`src/rtl/uart_pkg.sv`:
```
// Shared UART definitions: register offsets, STAT/CTRL bit indices
// and the TX/RX state encodings.
`ifndef XLEN
`define XLEN 32
`endif
`ifndef ADDR_W
`define ADDR_W 32
`endif
`ifndef IO_BASE_ADDR
`define IO_BASE_ADDR 32'h8000_0000
`endif
`ifndef UART_DIV
`define UART_DIV 16'd16
`endif

package uart_pkg;
  localparam logic [3:0] OFF_DATA = 4'h0;
  localparam logic [3:0] OFF_STAT = 4'h4;
  localparam logic [3:0] OFF_DIV  = 4'h8;
  localparam logic [3:0] OFF_CTRL = 4'hC;

  localparam int ST_TX_BUSY = 0;
  localparam int ST_TX_FULL = 1;
  localparam int ST_RX_NE   = 2;
  localparam int ST_RX_FULL = 3;
  localparam int ST_OVR     = 4;
  localparam int ST_FERR    = 5;
  localparam int ST_PERR    = 6;

  localparam int CT_RX_IE   = 0;
  localparam int CT_TX_IE   = 1;
  localparam int CT_PAR_EN  = 2;
  localparam int CT_PAR_ODD = 3;

  typedef enum logic {TX_IDLE, TX_SHIFT} tx_state_e;
  typedef enum logic [1:0] {
    RX_IDLE, RX_START, RX_DATA, RX_STOP
  } rx_state_e;
endpackage

```
`src/rtl/uart_fifo_mmio_if.sv`:
```
// MMIO request/response bus bundle.
// Master drives the request; slave answers one cycle later.
interface uart_fifo_mmio_if;
  logic               mmio_req;
  logic               mmio_we;
  logic [`ADDR_W-1:0] mmio_addr;
  logic [`XLEN-1:0]   mmio_wdata;
  logic [`XLEN-1:0]   mmio_rdata;
  logic               mmio_ready;

  modport master (
    output mmio_req, mmio_we, mmio_addr, mmio_wdata,
    input  mmio_rdata, mmio_ready
  );
  modport slave (
    input  mmio_req, mmio_we, mmio_addr, mmio_wdata,
    output mmio_rdata, mmio_ready
  );
endinterface

```
`src/rtl/uart_fifo_mmio_sync_fifo.sv`:
```
// Synchronous FIFO, pointers with wrap bit; a push while full
// is accepted when a pop happens in the same cycle.
module sync_fifo #(
  parameter int WIDTH = 8,
  parameter int DEPTH = 8
) (
  input  logic             clk,
  input  logic             rst_n,
  input  logic             push,
  input  logic             pop,
  input  logic [WIDTH-1:0] din,
  output logic [WIDTH-1:0] dout,
  output logic             full,
  output logic             empty
);
  localparam int AW = $clog2(DEPTH);
  localparam logic [AW:0] ONE = 1;

  logic [WIDTH-1:0] r_mem [DEPTH];
  logic [AW:0]      r_wp;
  logic [AW:0]      r_rp;
  logic             w_pop;
  logic             w_push;

  assign empty  = (r_wp == r_rp);
  assign full   = (r_wp[AW] != r_rp[AW]) &&
                  (r_wp[AW-1:0] == r_rp[AW-1:0]);
  assign w_pop  = pop & ~empty;
  assign w_push = push & (~full | w_pop);
  assign dout   = r_mem[r_rp[AW-1:0]];

  // advance read/write pointers
  always_ff @(posedge clk or negedge rst_n) begin
    if (!rst_n) begin
      r_wp <= '0;
      r_rp <= '0;
    end else begin
      if (w_push) r_wp <= r_wp + ONE;
      if (w_pop)  r_rp <= r_rp + ONE;
    end
  end

  // storage array, no reset needed
  always_ff @(posedge clk) begin
    if (w_push) r_mem[r_wp[AW-1:0]] <= din;
  end
endmodule

```
`src/rtl/uart_fifo_mmio.sv`:
```
// MMIO UART with TX/RX FIFOs, runtime divider, sticky errors, irq.
// Optional parity (CTRL par_en/par_odd, STAT par_err): UART_PARITY_EN.
module uart_fifo_mmio
  import uart_pkg::*;
#(
  parameter logic [`ADDR_W-1:0] BASE_ADDR = `IO_BASE_ADDR + 32'h100,
  parameter int          TX_DEPTH    = 8,
  parameter int          RX_DEPTH    = 8,
  parameter logic [15:0] DEFAULT_DIV = `UART_DIV,
  parameter logic [15:0] MIN_DIV     = 16'd4
) (
  input  logic             clk,
  input  logic             rst_n,
  uart_fifo_mmio_if.slave  bus,
  input  logic             uart_rx,
  output logic             uart_tx,
  output logic             irq
);
  logic        r_pend, r_we, r_hit;
  logic [3:0]  r_off;
  logic [15:0] r_wdata;
  logic [15:0] r_div;
  logic [3:0]  r_ctrl;
  logic        r_ovr, r_ferr, r_perr, r_irq;
  logic        w_accept, w_wr, w_rd;
  logic        w_s_data, w_s_stat, w_s_div, w_s_ctrl;
  logic [6:0]  w_stat;
  logic [`XLEN-1:0] w_rdata;

  logic       w_tx_push, w_tx_pop, w_tx_full, w_tx_empty, w_tx_busy;
  logic [7:0] w_tx_dout;
  logic       w_rx_push, w_rx_pop, w_rx_full, w_rx_empty;
  logic [7:0] w_rx_dout, w_rx_byte;
  logic       w_ovr_set, w_ferr_set, w_perr_set, w_par_bad;
  logic [3:0] w_rx_last;

  tx_state_e   r_tx_state, w_tx_nstate;
  logic [10:0] r_tx_sh, w_tx_nsh;
  logic [3:0]  r_tx_bits, w_tx_nbits;
  logic [15:0] r_tx_cnt, w_tx_ncnt, r_tx_div, w_tx_ndiv;

  rx_state_e   r_rx_state, w_rx_nstate;
  logic        r_rx_s1, r_rx_s2, r_rx_prev;
  logic [8:0]  r_rx_sh, w_rx_nsh;
  logic [3:0]  r_rx_bits, w_rx_nbits;
  logic [15:0] r_rx_cnt, w_rx_ncnt, r_rx_div, w_rx_ndiv;

  wire w_unused_ok = ^{bus.mmio_wdata[`XLEN-1:16], r_rx_sh[0]};

  assign w_accept = bus.mmio_req & ~r_pend;
  assign w_wr     = r_pend & r_we & r_hit;
  assign w_rd     = r_pend & ~r_we & r_hit;
  assign w_s_data = (r_off == OFF_DATA);
  assign w_s_stat = (r_off == OFF_STAT);
  assign w_s_div  = (r_off == OFF_DIV);
  assign w_s_ctrl = (r_off == OFF_CTRL);

  assign w_tx_push = w_wr & w_s_data;
  assign w_rx_pop  = w_rd & w_s_data;
  assign w_tx_busy = ~w_tx_empty | (r_tx_state == TX_SHIFT);
  assign w_stat    = {r_perr, r_ferr, r_ovr, w_rx_full,
                      ~w_rx_empty, w_tx_full, w_tx_busy};

  assign bus.mmio_ready = r_pend;
  assign bus.mmio_rdata = w_rdata;
  assign uart_tx        = r_tx_sh[0];
  assign irq            = r_irq;

`ifdef UART_PARITY_EN
  assign w_rx_last = r_ctrl[CT_PAR_EN] ? 4'd8 : 4'd7;
  assign w_rx_byte = r_ctrl[CT_PAR_EN] ? r_rx_sh[7:0] : r_rx_sh[8:1];
  assign w_par_bad = r_ctrl[CT_PAR_EN] &
    (r_rx_sh[8] != (^r_rx_sh[7:0] ^ r_ctrl[CT_PAR_ODD]));
`else
  assign w_rx_last = 4'd7;
  assign w_rx_byte = r_rx_sh[8:1];
  assign w_par_bad = 1'b0;
`endif

  sync_fifo #(.WIDTH(8), .DEPTH(TX_DEPTH)) u_tx_fifo (
    .clk(clk), .rst_n(rst_n), .push(w_tx_push), .pop(w_tx_pop),
    .din(r_wdata[7:0]), .dout(w_tx_dout),
    .full(w_tx_full), .empty(w_tx_empty)
  );

  sync_fifo #(.WIDTH(8), .DEPTH(RX_DEPTH)) u_rx_fifo (
    .clk(clk), .rst_n(rst_n), .push(w_rx_push), .pop(w_rx_pop),
    .din(w_rx_byte), .dout(w_rx_dout),
    .full(w_rx_full), .empty(w_rx_empty)
  );

  // read data mux, zero outside the response cycle
  always_comb begin
    w_rdata = '0;
    if (w_rd) begin
      unique case (1'b1)
        w_s_data: if (!w_rx_empty) w_rdata[8:0] = {1'b1, w_rx_dout};
        w_s_stat: w_rdata[6:0]  = w_stat;
        w_s_div:  w_rdata[15:0] = r_div;
        w_s_ctrl: w_rdata[3:0]  = r_ctrl;
        default:  w_rdata = '0;
      endcase
    end
  end

  // request latch, register writes, sticky flags, irq
  always_ff @(posedge clk or negedge rst_n) begin
    if (!rst_n) begin
      r_pend  <= 1'b0;
      r_we    <= 1'b0;
      r_hit   <= 1'b0;
      r_off   <= '0;
      r_wdata <= '0;
      r_div   <= DEFAULT_DIV;
      r_ctrl  <= '0;
      r_ovr   <= 1'b0;
      r_ferr  <= 1'b0;
      r_perr  <= 1'b0;
      r_irq   <= 1'b0;
    end else begin
      r_pend <= w_accept;
      if (w_accept) begin
        r_we    <= bus.mmio_we;
        r_off   <= bus.mmio_addr[3:0];
        r_wdata <= bus.mmio_wdata[15:0];
        r_hit   <= bus.mmio_addr[`ADDR_W-1:4] ==
                   BASE_ADDR[`ADDR_W-1:4];
      end
      if (w_wr && w_s_div)
        r_div <= (r_wdata < MIN_DIV) ? MIN_DIV : r_wdata;
`ifdef UART_PARITY_EN
      if (w_wr && w_s_ctrl) r_ctrl <= r_wdata[3:0];
`else
      if (w_wr && w_s_ctrl) r_ctrl <= {2'b00, r_wdata[1:0]};
`endif
      r_ovr  <= (r_ovr & ~(w_wr & w_s_stat & r_wdata[ST_OVR]))
                | w_ovr_set;
      r_ferr <= (r_ferr & ~(w_wr & w_s_stat & r_wdata[ST_FERR]))
                | w_ferr_set;
      r_perr <= (r_perr & ~(w_wr & w_s_stat & r_wdata[ST_PERR]))
                | w_perr_set;
      r_irq  <= (r_ctrl[CT_RX_IE] & ~w_rx_empty) |
                (r_ctrl[CT_TX_IE] & ~w_tx_busy);
    end
  end

  // TX state register
  always_ff @(posedge clk or negedge rst_n) begin
    if (!rst_n) begin
      r_tx_state <= TX_IDLE;
      r_tx_sh    <= '1;
      r_tx_bits  <= '0;
      r_tx_cnt   <= '0;
      r_tx_div   <= DEFAULT_DIV;
    end else begin
      r_tx_state <= w_tx_nstate;
      r_tx_sh    <= w_tx_nsh;
      r_tx_bits  <= w_tx_nbits;
      r_tx_cnt   <= w_tx_ncnt;
      r_tx_div   <= w_tx_ndiv;
    end
  end

  // TX next state; stop bit's last clock is spent in IDLE so a
  // queued byte follows without an extra idle bit
  always_comb begin
    w_tx_nstate = r_tx_state;
    w_tx_nsh    = r_tx_sh;
    w_tx_nbits  = r_tx_bits;
    w_tx_ncnt   = r_tx_cnt;
    w_tx_ndiv   = r_tx_div;
    w_tx_pop    = 1'b0;
    unique case (r_tx_state)
      TX_IDLE: if (!w_tx_empty) begin
        w_tx_pop    = 1'b1;
        w_tx_nstate = TX_SHIFT;
        w_tx_ndiv   = r_div;
        w_tx_ncnt   = r_div - 16'd1;
        w_tx_nsh    = {2'b11, w_tx_dout, 1'b0};
        w_tx_nbits  = 4'd10;
`ifdef UART_PARITY_EN
        if (r_ctrl[CT_PAR_EN]) begin
          w_tx_nsh   = {1'b1, ^w_tx_dout ^ r_ctrl[CT_PAR_ODD],
                        w_tx_dout, 1'b0};
          w_tx_nbits = 4'd11;
        end
`endif
      end
      TX_SHIFT: begin
        if (r_tx_bits == 4'd1 && r_tx_cnt == 16'd1) begin
          w_tx_nstate = TX_IDLE;
          w_tx_nsh    = '1;
        end else if (r_tx_cnt == 16'd0) begin
          w_tx_nsh   = {1'b1, r_tx_sh[10:1]};
          w_tx_nbits = r_tx_bits - 4'd1;
          w_tx_ncnt  = r_tx_div - 16'd1;
        end else begin
          w_tx_ncnt = r_tx_cnt - 16'd1;
        end
      end
      default: w_tx_nstate = TX_IDLE;
    endcase
  end

  // RX synchroniser and state register
  always_ff @(posedge clk or negedge rst_n) begin
    if (!rst_n) begin
      r_rx_s1    <= 1'b1;
      r_rx_s2    <= 1'b1;
      r_rx_prev  <= 1'b1;
      r_rx_state <= RX_IDLE;
      r_rx_sh    <= '0;
      r_rx_bits  <= '0;
      r_rx_cnt   <= '0;
      r_rx_div   <= DEFAULT_DIV;
    end else begin
      r_rx_s1    <= uart_rx;
      r_rx_s2    <= r_rx_s1;
      r_rx_prev  <= r_rx_s2;
      r_rx_state <= w_rx_nstate;
      r_rx_sh    <= w_rx_nsh;
      r_rx_bits  <= w_rx_nbits;
      r_rx_cnt   <= w_rx_ncnt;
      r_rx_div   <= w_rx_ndiv;
    end
  end

  // RX next state, mid-bit sampling and frame verdict
  always_comb begin
    w_rx_nstate = r_rx_state;
    w_rx_nsh    = r_rx_sh;
    w_rx_nbits  = r_rx_bits;
    w_rx_ncnt   = r_rx_cnt;
    w_rx_ndiv   = r_rx_div;
    w_rx_push   = 1'b0;
    w_ovr_set   = 1'b0;
    w_ferr_set  = 1'b0;
    w_perr_set  = 1'b0;
    unique case (r_rx_state)
      RX_IDLE: if (r_rx_prev && !r_rx_s2) begin
        w_rx_nstate = RX_START;
        w_rx_ndiv   = r_div;
        w_rx_ncnt   = {1'b0, r_div[15:1]} - 16'd1;
      end
      RX_START: begin
        if (r_rx_cnt != 16'd0) begin
          w_rx_ncnt = r_rx_cnt - 16'd1;
        end else if (r_rx_s2) begin
          w_rx_nstate = RX_IDLE;
        end else begin
          w_rx_nstate = RX_DATA;
          w_rx_ncnt   = r_rx_div - 16'd1;
          w_rx_nbits  = '0;
        end
      end
      RX_DATA: begin
        if (r_rx_cnt != 16'd0) begin
          w_rx_ncnt = r_rx_cnt - 16'd1;
        end else begin
          w_rx_nsh   = {r_rx_s2, r_rx_sh[8:1]};
          w_rx_nbits = r_rx_bits + 4'd1;
          w_rx_ncnt  = r_rx_div - 16'd1;
          if (r_rx_bits == w_rx_last) w_rx_nstate = RX_STOP;
        end
      end
      RX_STOP: begin
        if (r_rx_cnt != 16'd0) begin
          w_rx_ncnt = r_rx_cnt - 16'd1;
        end else begin
          w_rx_nstate = RX_IDLE;
          if (!r_rx_s2)                  w_ferr_set = 1'b1;
          else if (w_par_bad)            w_perr_set = 1'b1;
          else if (w_rx_full && !w_rx_pop) w_ovr_set = 1'b1;
          else                           w_rx_push  = 1'b1;
        end
      end
      default: w_rx_nstate = RX_IDLE;
    endcase
  end
endmodule

```
`src/flat_wrapper.sv`:
```
// flat-port wrapper written by rule: the top's interface ports become plain ports
module uart_fifo_mmio_flat import uart_pkg::*;
#(
  parameter logic [`ADDR_W-1:0] BASE_ADDR = `IO_BASE_ADDR + 32'h100,
  parameter int          TX_DEPTH    = 8,
  parameter int          RX_DEPTH    = 8,
  parameter logic [15:0] DEFAULT_DIV = `UART_DIV,
  parameter logic [15:0] MIN_DIV     = 16'd4
)
  (clk, rst_n, uart_rx, uart_tx, irq, bus_mmio_req, bus_mmio_we, bus_mmio_addr, bus_mmio_wdata, bus_mmio_rdata, bus_mmio_ready);
  uart_fifo_mmio_if bus_i ();
  input  logic clk;
  input  logic rst_n;
  input  logic uart_rx;
  output logic uart_tx;
  output logic irq;
  input wire logic [$bits(bus_i.mmio_req)-1:0] bus_mmio_req;
  input wire logic [$bits(bus_i.mmio_we)-1:0] bus_mmio_we;
  input wire logic [$bits(bus_i.mmio_addr)-1:0] bus_mmio_addr;
  input wire logic [$bits(bus_i.mmio_wdata)-1:0] bus_mmio_wdata;
  output wire logic [$bits(bus_i.mmio_rdata)-1:0] bus_mmio_rdata;
  output wire logic [$bits(bus_i.mmio_ready)-1:0] bus_mmio_ready;
  assign bus_i.mmio_req = bus_mmio_req;
  assign bus_i.mmio_we = bus_mmio_we;
  assign bus_i.mmio_addr = bus_mmio_addr;
  assign bus_i.mmio_wdata = bus_mmio_wdata;
  assign bus_mmio_rdata = bus_i.mmio_rdata;
  assign bus_mmio_ready = bus_i.mmio_ready;
  uart_fifo_mmio #(.BASE_ADDR(BASE_ADDR), .TX_DEPTH(TX_DEPTH), .RX_DEPTH(RX_DEPTH), .DEFAULT_DIV(DEFAULT_DIV), .MIN_DIV(MIN_DIV)) u_core (.clk(clk), .rst_n(rst_n), .bus(bus_i), .uart_rx(uart_rx), .uart_tx(uart_tx), .irq(irq));
endmodule
```
`config.mk`:
```
export PLATFORM = sky130hd
export DESIGN_NAME = uart_fifo_mmio_flat
export DESIGN_NICKNAME = d
export VERILOG_FILES = /design/src/rtl/uart_pkg.sv /design/src/rtl/uart_fifo_mmio_if.sv /design/src/rtl/uart_fifo_mmio_sync_fifo.sv /design/src/rtl/uart_fifo_mmio.sv /design/src/flat_wrapper.sv
export SDC_FILE = /design/constraint.sdc
export NUM_CORES = 1
export LEC_CHECK = 0
export ABC_AREA = 1
export CAP_MARGIN = 20
export CORE_MARGIN = 2
export CORE_UTILIZATION = 55
export CTS_CLUSTER_SIZE = 30
export DETAILED_ROUTE_END_ITERATION = 6
export PLACE_DENSITY = 0.75
export SYNTH_ARGS = -nofsm -noshare
export SYNTH_HDL_FRONTEND = slang
export SYNTH_SLANG_ARGS = --single-unit
```
`constraint.sdc`:
```
create_clock -name clk -period 2.5 [get_ports clk]
set_input_delay 0.375 -clock clk [delete_from_list [all_inputs] [get_ports clk]]
set_output_delay 0.375 -clock clk [all_outputs]
set_load 0.03 [all_outputs]
```
==> results of run 1 <==
-- critical path: stages, from the launching register on --
cell,delay [ns]
dfrtp_2,0.46
xnor2_2,0.16
nand3_2,0.11
nor2_4,0.05
nor2_4,0.16
buf_6,0.14
nand2_4,0.06
a21oi_4,0.12
o21bai_4,0.16
buf_12,0.14
-- power by group --
group          switching [W]  total [W]  internal [W]
combinational        0.00132    0.00202      0.000707
clock                0.00183    0.00447       0.00264
sequential          0.000252    0.00537       0.00512
-- logic make-up (layout without fill, tap and decap cells) --
logic type,after synthesis,count (layout)
fa+ha+maj,20,20
compound gates,306,306
other cells,1,17
xor+xnor,61,61
simple gates,796,796
mux,1,1
buf+inv,225,352
flops,284,284
-- what timing repair did --
item,CTS,global route
pin swaps,8,9
setup endpoints to repair,16,41
resized for setup,44,23
cloned,0,1
setup buffers,11,6
hold endpoints to repair,38,0
hold buffers,1,0
-- cells in the mapped netlist (all sizes together) --
master / number
nand3: 126
conb: 1
ha: 20
clkbuf: 38
nand2b: 1
buf: 36
dfstp: 15
o211ai: 4
nor2: 220
a21oi: 44
nor3: 31
dfrtp: 141
o22ai: 22
o21bai: 2
nand4: 14
a211o: 1
and2: 2
a22oi: 2
a31oi: 10
a21o: 1
o221ai: 8
nand3b: 3
o21ai: 211
mux2: 1
inv: 147
nand2: 384
or2: 4
nor4: 11
edfxtp: 128
xor2: 49
o31ai: 1
xnor2: 12
clkinv: 4
-- cells in the final DEF, fill, tap and decap left out, types with 14 or more instances in the layout --
| master | instances |
|---|---|
| dfrtp_1 | 136 |
| o21ai_0 | 193 |
| clkdlybuf4s50_1 | 54 |
| a21oi_1 | 40 |
| dfstp_2 | 15 |
| nor2_1 | 202 |
| o22ai_1 | 22 |
| buf_4 | 81 |
| xor2_1 | 48 |
| inv_1 | 139 |
| nand3_1 | 116 |
| nand4_1 | 14 |
| o21ai_1 | 17 |
| nand2_1 | 370 |
| nor3_1 | 20 |
| clkbuf_16 | 30 |
| ha_1 | 19 |
| conb_1 | 16 |
| edfxtp_1 | 128 |
-- per-layer routing --
metal,global-route usage [%],vias to the layer above
met2,43.6,437
met3,3.33,98
met1,36.1,5773
met4,9.45,0
met5,0,-
li1,-,5875
-- through the flow --
stage	std cells	total power, W	hold WS [ns]	TNS (ns)
floorplan	1709	0.00683	0.0794	0
global placement	2099	0.00735	0.346	0
detailed placement	2099	0.00743	0.347	0
CTS	2164	0.0119	0.216	-0.0192
global route	2172	0.0124	0.239	-0.345
finish	2172	0.0119	0.232	-0.00102
-- sequential cells by signal (all words and copies together) (netlist names), 8 cells and up, named ones only --
| name | flops |
|---|---|
| u_core.r_div | 16 |
| u_core.r_rx_cnt | 16 |
| u_core.r_rx_div | 16 |
| u_core.r_rx_sh | 8 |
| u_core.r_tx_cnt | 16 |
| u_core.r_tx_div | 16 |
| u_core.r_tx_sh | 9 |
| u_core.r_wdata | 16 |
| u_core.u_rx_fifo.r_mem | 64 |
| u_core.u_tx_fifo.r_mem | 64 |
-- cell type report --
type	instances	area, um2	share of cell area (%)
clock inverters	13	159	0.921
inverters	151	569	3.30
clock buffers	41	835	4.84
multi-input cells	1200	6170	35.8
diodes	1	2.50	0.0145
well taps	335	419	2.43
repair buffers	147	1330	7.69
flip-flops and latches	284	7770	45.0
-- path summary, 6_finish.rpt --
kind | to | cells after the start | slack (ns) | start
min in group asynchronous | u_core.r_rx_cnt[14] | 2 | 0.34 | rst_n
worst min register to register | u_core.r_rx_s2 | 0 | 0.36 | u_core.r_rx_s1
worst max register to register | u_core.u_rx_fifo.r_mem[7][3] | 11 | 0.14 | u_core.r_rx_cnt[0]
max in group asynchronous | u_core.r_rx_div[12] | 3 | 1.33 | rst_n
worst max-delay path | bus_mmio_rdata[7] | 9 | -0.001 | u_core.u_rx_fifo.r_rp[1]
worst min-delay path | u_core.r_rx_s1 | 1 | 0.23 | uart_rx
==> flow_summary_export.csv, run 1 <==
group,metric,value,unit
logic_synthesis,syn_area_per_cell,8.68,um2
pwr,ir_worst_vdd,0.614,mV
global_routing,grtUsageTotal,26.4,%
layout,final_util,66.0,%
logic_synthesis,synth_area,0.0147,mm2
timing,hold_violations,0,
route,wire_per_inst,17.1,um
logic_synthesis,synth.area.mux_share,0.0766,%
cts,cts_buffers,29,
setup_path,critPathLaunchType,"flip-flop",
cts,cts.sink_count,284,
route,met2_length,17600,um
cts,clk_pin_slew,0.07,ns
timing,tightestPinTransition,0.656,ns
global_routing,grt_pass1_wl,59500,um
layout,area_growth,17.4,%
placed_design,dp_hpwl,25700,um
logic_synthesis,synth_fa_ha_area_share,1.70,%
floorplanning,die_y,167,um
floorplanning,rows,59,
logic_synthesis,ys_seq_area_share,52.8,%
timing,max_slew_margin,56.2,%
floorplanning,initial_utilization,56.2,%
cts,ctsRootBufferMaster,"clkbuf_16",
global_routing,grt_max_degree,58,
timing,fin_ws,-0.00102,ns
run,cap_violations,0,
global_routing,first_global_vias,11469,
floorplanning,dieArea,0.0280,mm2
setup_path,cp-end-kind,"primary output",
cts,clock_latency,0.55,ns
route,avgViaCountPerCell,5.61,
layout,stdcell_area,0.0173,mm2
layout,fillers,2084,
global_routing,antenna_found_initial,1,
timing,max_freq,0.400,GHz
logic_synthesis,yosysTopAreaCell,"edfxtp_1",
setup_path,crit_type,"reg2out",
logic_synthesis,synth_compound_area_share,11.2,%
placed_design,dpl_worst_slack,0.0739,ns
cts,clockBufferDepth,3,
route,wl_met3,2180,um
layout,nets,1902,
timing,period_share,100,%
pwr,p_per_area,687,mW/mm2
route,ant_nets,0,
placed_design,dpl_cell_area,0.0160,mm2
route,routed_wl,37200,um
timing,skew,0.0173,ns
route,vias,12183,
placed_design,globalplace.congestion,0.954,
logic_synthesis,synth-xor-area-share,3.63,%
setup_path,crit_path_max_fanout,5,
pwr,p_leak,7.66,nW
logic_synthesis,synth_top_area_share,26.2,%
cts,ctsHtreeMaxLevel,1,
floorplanning,die_w,167,um
route,drc,0,
logic_synthesis,synth_simple_gate_area_share,24.0,%
logic_synthesis,synth_area_leaders,"edfxtp_1 26%, dfrtp_1 24%, nand2_1 9.5%, o21ai_0 6.6%, nor2_1 5.3%",
logic_synthesis,ys_types,51,
run_status,violations,"negative setup slack",
timing,setup_viol,1,
logic_synthesis,ys_seq_elements,284,
hold_path,min_path_type,"in2reg",
route,routed.top_layer,"met4",
route,dr.pass1.iters,6,
cts,cts_tree,"yes",
logic_synthesis,synth_top_family_by_area,"simple AND/OR/NAND/NOR gates",
setup_path,cp_data_required_time,2.12,ns
placed_design,io_buffers,71,
layout,drive_above_1_share,13.2,%
route,initialDrtViolationCount,1401,
timing,rsz0062_at_grt,"true",
floorplanning,ios,104,
timing,layout_min_cycle_time,2.50,ns
logic_synthesis,ys.warnings.count,0,
logic_synthesis,syn_inst,1694,
global_routing,grt_remaining_overflow,0,
run_status,run_status,"complete, but fails checks",
route,wl_met1,16100,um
floorplanning,core_area,0.0261,mm2
setup_path,worstPathArrival,2.13,ns
timing,slew_viol_final,0,
Note: power is estimated with default switching activity, not from simulation.
==> run 2, diff against run 1 <==
Settings changed: CORE_MARGIN 2 to unset, HOLD_SLACK_MARGIN set to 0.12.
==> run 2 against run 1 <==
Net effect: the flow finishes with violations (design-rule violations, negative setup slack); critical endpoint unchanged; clock skew down 0.00075 ns; die area down 2.4%; critical path type unchanged; sequential cell count unchanged; cell area up 0.86%.
==> flow_summary_export.csv, run 2 (synthesis gave the netlist of run 1 again) <==
group,metric,value,unit
run_status,run_status,"complete, but fails checks",
run_status,violations,"design-rule violations, negative setup slack",
cts,clock_latency,0.57,ns
setup_path,cp_data_required_time,2.12,ns
setup_path,r2r_cells,11,
setup_path,r2r-end,"u_core.u_rx_fifo.r_mem[5][7]",
floorplanning,initial_utilization,56.2,%
route,initialDrtViolationCount,1197,
hold_path,min_path_type,"in2reg",
timing,setup_viol,9,
route,wire_per_inst,17.4,um
cts,clk_pin_slew,0.06,ns
pwr,finalPower,0.0123,W
pwr,ir_worst_vdd,0.713,mV
timing,hold_violations,0,
layout,area_growth,18.4,%
route,dr.pass1.iters,7,
cts,cts.sink_count,284,
global_routing,grtUsageTotal,28.0,%
route,vias,12214,
layout,final_cell_mix,"369 x nand2_1, 200 x nor2_1, 191 x o21ai_0, 138 x inv_1, 138 x dfrtp_1",
global_routing,grt_pass1_wl,60100,um
floorplanning,die_y,165,um
layout,final_util,66.6,%
route,avgViaCountPerCell,5.62,
pwr,p_leak,7.68,nW
layout,final_common_cell,"nand2_1",
setup_path,critPathLaunchType,"flip-flop",
timing,skew,0.0166,ns
route,routed_wl,37800,um
timing,fin_ws,-0.174,ns
timing,tightestPinTransition,0.616,ns
setup_path,cp-end-kind,"primary output",
layout,antennaDiodeCount,0,
placed_design,io_buffers,71,
floorplanning,core_area,0.0261,mm2
floorplanning,dieArea,0.0274,mm2
timing,max_slew_margin,58.9,%
placed_design,dp_hpwl,26100,um
floorplanning,die_w,165,um
global_routing,grt_max_degree,60,
timing,max_freq,0.374,GHz
hold_path,min_path_cells,1,
placed_design,globalplace.congestion,0.896,
run,cap_violations,0,
cts,cts_buffers,30,
setup_path,regToRegSetupSlack,0.24,ns
cts,cts_tree,"yes",
timing,layout_min_cycle_time,2.67,ns
global_routing,antenna_found_initial,0,
layout,drive_above_1_share,13.0,%
route,drc,6,
setup_path,crit_path_max_fanout,5,
placed_design,dpl_worst_slack,0.0336,ns
cts,ctsHtreeMaxLevel,1,
layout,nets,1904,
cts,clockBufferDepth,3,
timing,rsz0062_at_grt,"true",
global_routing,grt_remaining_overflow,0,
global_routing,first_global_vias,11497,
timing,holdWs,0.228,ns
cts,ctsRootBufferMaster,"clkbuf_16",
setup_path,worstPathArrival,2.30,ns
hold_path,holdPathEnd,"u_core.r_rx_s1",
floorplanning,ios,104,
setup_path,r2r_start,"u_core.r_rx_cnt[0]",
pwr,p_per_area,709,mW/mm2
setup_path,crit_type,"reg2out",
hold_path,min_from,"uart_rx",
placed_design,dpl_cell_area,0.0160,mm2
floorplanning,rows,59,
timing,slew_viol_final,0,
timing,period_share,107,%
layout,stdcell_area,0.0174,mm2
route,ant_nets,0,
-- run 2: cell count changes in the layout (fill, tap and decap cells not counted), sizes merged --
| cell | previous run | this run |
|---|---|---|
| buf | 91 | 92 |
| clkinvlp | 3 | 4 |
| inv | 148 | 146 |
| clkbuf | 42 | 41 |
| bufinv | 3 | 7 |
| diode | 1 | 0 |
-- run 2: cell type report --
type | count | area [um2]
clock buffer | 41 | 832
clock inverter | 15 | 282
fill | 2028 | 8730
inverter | 151 | 576
multi-input combinational | 1200 | 6180
sequential | 284 | 7770
tap | 335 | 419
timing repair buffer | 147 | 1340
timing repair inverter | 1 | 7.51
-- run 2: how the worst max path moves through the flow --
stage                     slack, ns                           end                     start
after CTS                      -0.1             bus_mmio_rdata[7]  u_core.u_rx_fifo.r_rp[0]
final                         -0.17             bus_mmio_rdata[7]  u_core.u_rx_fifo.r_rp[1]
after global placement         0.07             bus_mmio_rdata[4]  u_core.u_rx_fifo.r_rp[0]
after detailed placement       0.03             bus_mmio_rdata[4]  u_core.u_rx_fifo.r_rp[0]
after global routing          -0.21             bus_mmio_rdata[7]  u_core.u_rx_fifo.r_rp[2]
after floorplan                0.21  u_core.u_rx_fifo.r_mem[1][0]        u_core.r_rx_cnt[0]
-- run 2: stage by stage --
stage / cells / setup TNS (ns)
5_1_grt: 2174 / -1.52
4_1_cts: 2170 / -0.773
3_5_place_dp: 2103 / 0
2_1_floorplan: 1709 / 0
6_report: 2174 / -1.04
3_3_place_gp: 2103 / 0
-- run 2: routing by layer --
metal,up-vias,track usage [%],wire [um]
met5,-,0,0
met4,0,7.40,878
met3,73,3.40,2340
met2,433,47.1,18400
met1,5840,38.6,16200
li1,5868,-,-
-- run 2: repair_timing --
item / 4_1_cts / 5_1_grt
hold endpoints to repair: 51 / 0
setup endpoints to repair: 16 / 16
buffers inserted: 9 / 4
gates cloned: 1 / 1
resized for setup: 50 / 34
hold buffers: 1 / 0
pin swaps: 8 / 9
-- run 2: critical path: stages, from the launching register on --
cell	delay [ns]
dfrtp_2	0.45
xnor2_1	0.28
nand3_2	0.20
nor2_4	0.16
nor2_4	0.06
buf_6	0.13
nand2_8	0.06
a21oi_2	0.04
o21bai_4	0.19
buf_12	0.15
-- run 2: report_power, final --
group	leakage [nW]	internal, W	switching [W]
logic	3.96	0.000715	0.00134
registers	3.19	0.00512	0.000249
clock network	0.532	0.00306	0.00186
total	7.68	0.00889	0.00344
==> run 3, diff against run 2 <==
Settings changed: CORE_MARGIN set to 2.
Clock period 2.5 ns to 2.9 ns, I/O delays scaled along.
==> run 3 against run 2 <==
Net effect: the run now ends clean; wire length down 4.5%; setup slack better by 0.23 ns; non-clock buffer count down 31.
==> flow_summary_export.csv, run 3 (synthesis gave the netlist of run 1 again) <==
group,metric,value,unit
route,initialDrtViolationCount,920,
setup_path,cp-end-kind,"primary output",
setup_path,crit_path_max_fanout,33,
pwr,p_leak,7.55,nW
setup_path,critPathLaunchType,"flip-flop",
layout,nets,1872,
pwr,p_seq_share,43.6,%
pwr,ir_worst_vdd,0.595,mV
route,vias,11930,
floorplanning,die_y,167,um
layout,drive_above_1_share,10.1,%
pwr,switching_power,0.00302,W
timing,max_slew_margin,51.6,%
route,routed_wl,36100,um
pwr,finalPower,0.0106,W
layout,fillers,2114,
timing,period_share,98.2,%
run,cap_violations,0,
layout,multi_input_area,0.00606,mm2
cts,cts_buffers,30,
layout,fin_cells,2142,
setup_path,cp_slowest_cell,"dfrtp_1",
cts,clockBufferDepth,3,
global_routing,antenna_found_initial,0,
route,drc,0,
hold_path,min_path_type,"in2reg",
timing,slew_viol_final,0,
floorplanning,dieArea,0.0280,mm2
timing,hold_violations,0,
cts,cts.sink_count,284,
timing,setup_viol,0,
global_routing,grtUsageTotal,25.9,%
cts,cts_tree,"yes",
setup_path,worstPathArrival,2.41,ns
setup_path,critPathMaxStageDelay,0.46,ns
placed_design,globalplace.congestion,0.914,
layout,final_cell_mix,"370 x nand2_1, 206 x nor2_1, 194 x o21ai_0, 143 x inv_1, 141 x dfrtp_1",
cts,ctsHtreeMaxLevel,1,
placed_design,dp_hpwl,24700,um
floorplanning,core_area,0.0261,mm2
timing,layout_min_cycle_time,2.85,ns
pwr,swShare,28.6,%
setup_path,critical_path.cell_chain,"inv_1 -> buf_12 -> o21ai_0 -> o221ai_1 -> a31oi_1 -> nor2_2 -> clkdlybuf4s15_2",
layout,final_common_cell,"nand2_1",
cts,ctsRootBufferMaster,"clkbuf_16",
timing,tightestPinTransition,0.726,ns
placed_design,dpl_worst_slack,0.257,ns
setup_path,cp_data_required_time,2.47,ns
global_routing,grt_pass1_wl,58600,um
run_status,run_status,"completed",
pwr,comb_power_share,16.4,%
floorplanning,die_w,167,um
route,ant_nets,0,
floorplanning,ios,104,
layout,stdcell_area,0.0170,mm2
timing,tns,0,ns
setup_path,path_buf_inv,3,
layout,area_growth,15.8,%
floorplanning,rows,59,
global_routing,grt_remaining_overflow,0,
setup_path,crit_family,"buffers and inverters",
timing,skew,0.0403,ns
placed_design,dp_cells,2081,
timing,max_freq,0.351,GHz
pwr,clock_power_share,40.0,%
floorplanning,initial_utilization,56.2,%
timing,fin_ws,0.0517,ns
pwr,intPower,0.00755,W
global_routing,grt_max_degree,63,
setup_path,crit_type,"reg2out",
layout,antennaDiodeCount,0,
cts,clk_pin_slew,0.07,ns
layout,seq_area,0.00777,mm2
pwr,p_per_area,621,mW/mm2
placed_design,dpl_cell_area,0.0158,mm2
route,wire_per_inst,16.9,um
placed_design,io_buffers,71,
route,dr.pass1.iters,6,
global_routing,first_global_vias,11476,
cts,clock_latency,0.59,ns
route,avgViaCountPerCell,5.57,
[run 3: final timing paths]
path / startpoint / end / slack [ns] / depth (start not counted)
setup reg to reg: u_core.r_rx_cnt[0] / u_core.u_rx_fifo.r_mem[3][5] / 0.36 / 11
max in group asynchronous: rst_n / u_core.r_tx_cnt[12] / 1.68 / 3
min in group asynchronous: rst_n / u_core.r_rx_div[0] / 0.39 / 2
setup / recovery: u_core.u_rx_fifo.r_rp[0] / bus_mmio_rdata[6] / 0.05 / 7
hold reg to reg: u_core.r_rx_s1 / u_core.r_rx_s2 / 0.35 / 0
hold / removal: uart_rx / u_core.r_rx_s1 / 0.29 / 1
[run 3: metrics by stage]
| step | util (%) | hold WS (ns) |
|---|---|---|
| after floorplan | - | 0.139 |
| after global placement | 60.6 | 0.346 |
| after detailed placement | 60.6 | 0.347 |
| after CTS | 65.0 | 0.275 |
| after global routing | 65.1 | 0.285 |
| final | 65.1 | 0.286 |
[run 3: metal layers]
metal / GRT usage (%) / vias up / wire length, um
li1: - / 5800 / -
met1: 34.4 / 5655 / 15400
met2: 44.8 / 399 / 17700
met3: 3.88 / 76 / 2190
met4: 6.58 / 0 / 836
met5: 0 / - / 0
[run 3: worst reg2reg max path, delay by kind of cell (launching register included)]
family	cells	cell delay (ns)
buf+inv	2	0.33
simple gates	8	1.28
fa+ha+maj	1	0.28
flops	1	0.38
[run 3: repair_timing]
item                                    in CTS  in global routing
hold buffers                                 1                  0
buffers inserted                             2                  2
pin swaps                                    1                  1
gates cloned                                 0                  0
resized for setup                           20                 10
endpoints found under the hold margin       42                  0
endpoints found under the setup margin      12                  8
[run 3: layout make-up]
type / count / share of cell area [%]
flip-flops and latches: 284 / 45.6
multi-input cells: 1200 / 35.6
repair buffers: 116 / 6.42
clock buffers: 34 / 4.73
inverters: 151 / 3.33
well taps: 335 / 2.46
clock inverters: 22 / 1.84
[run 3: power by group through the flow]
stage | Clock, W | Sequential, W | Combinational (W)
global placement | 0 | 0.00467 | 0.00164
finish | 0.00423 | 0.00461 | 0.00173
detailed placement | 0 | 0.00468 | 0.00170
CTS | 0.00428 | 0.00461 | 0.00172
global route | 0.00447 | 0.00463 | 0.00195
floorplan | 0 | 0.00463 | 0.00125
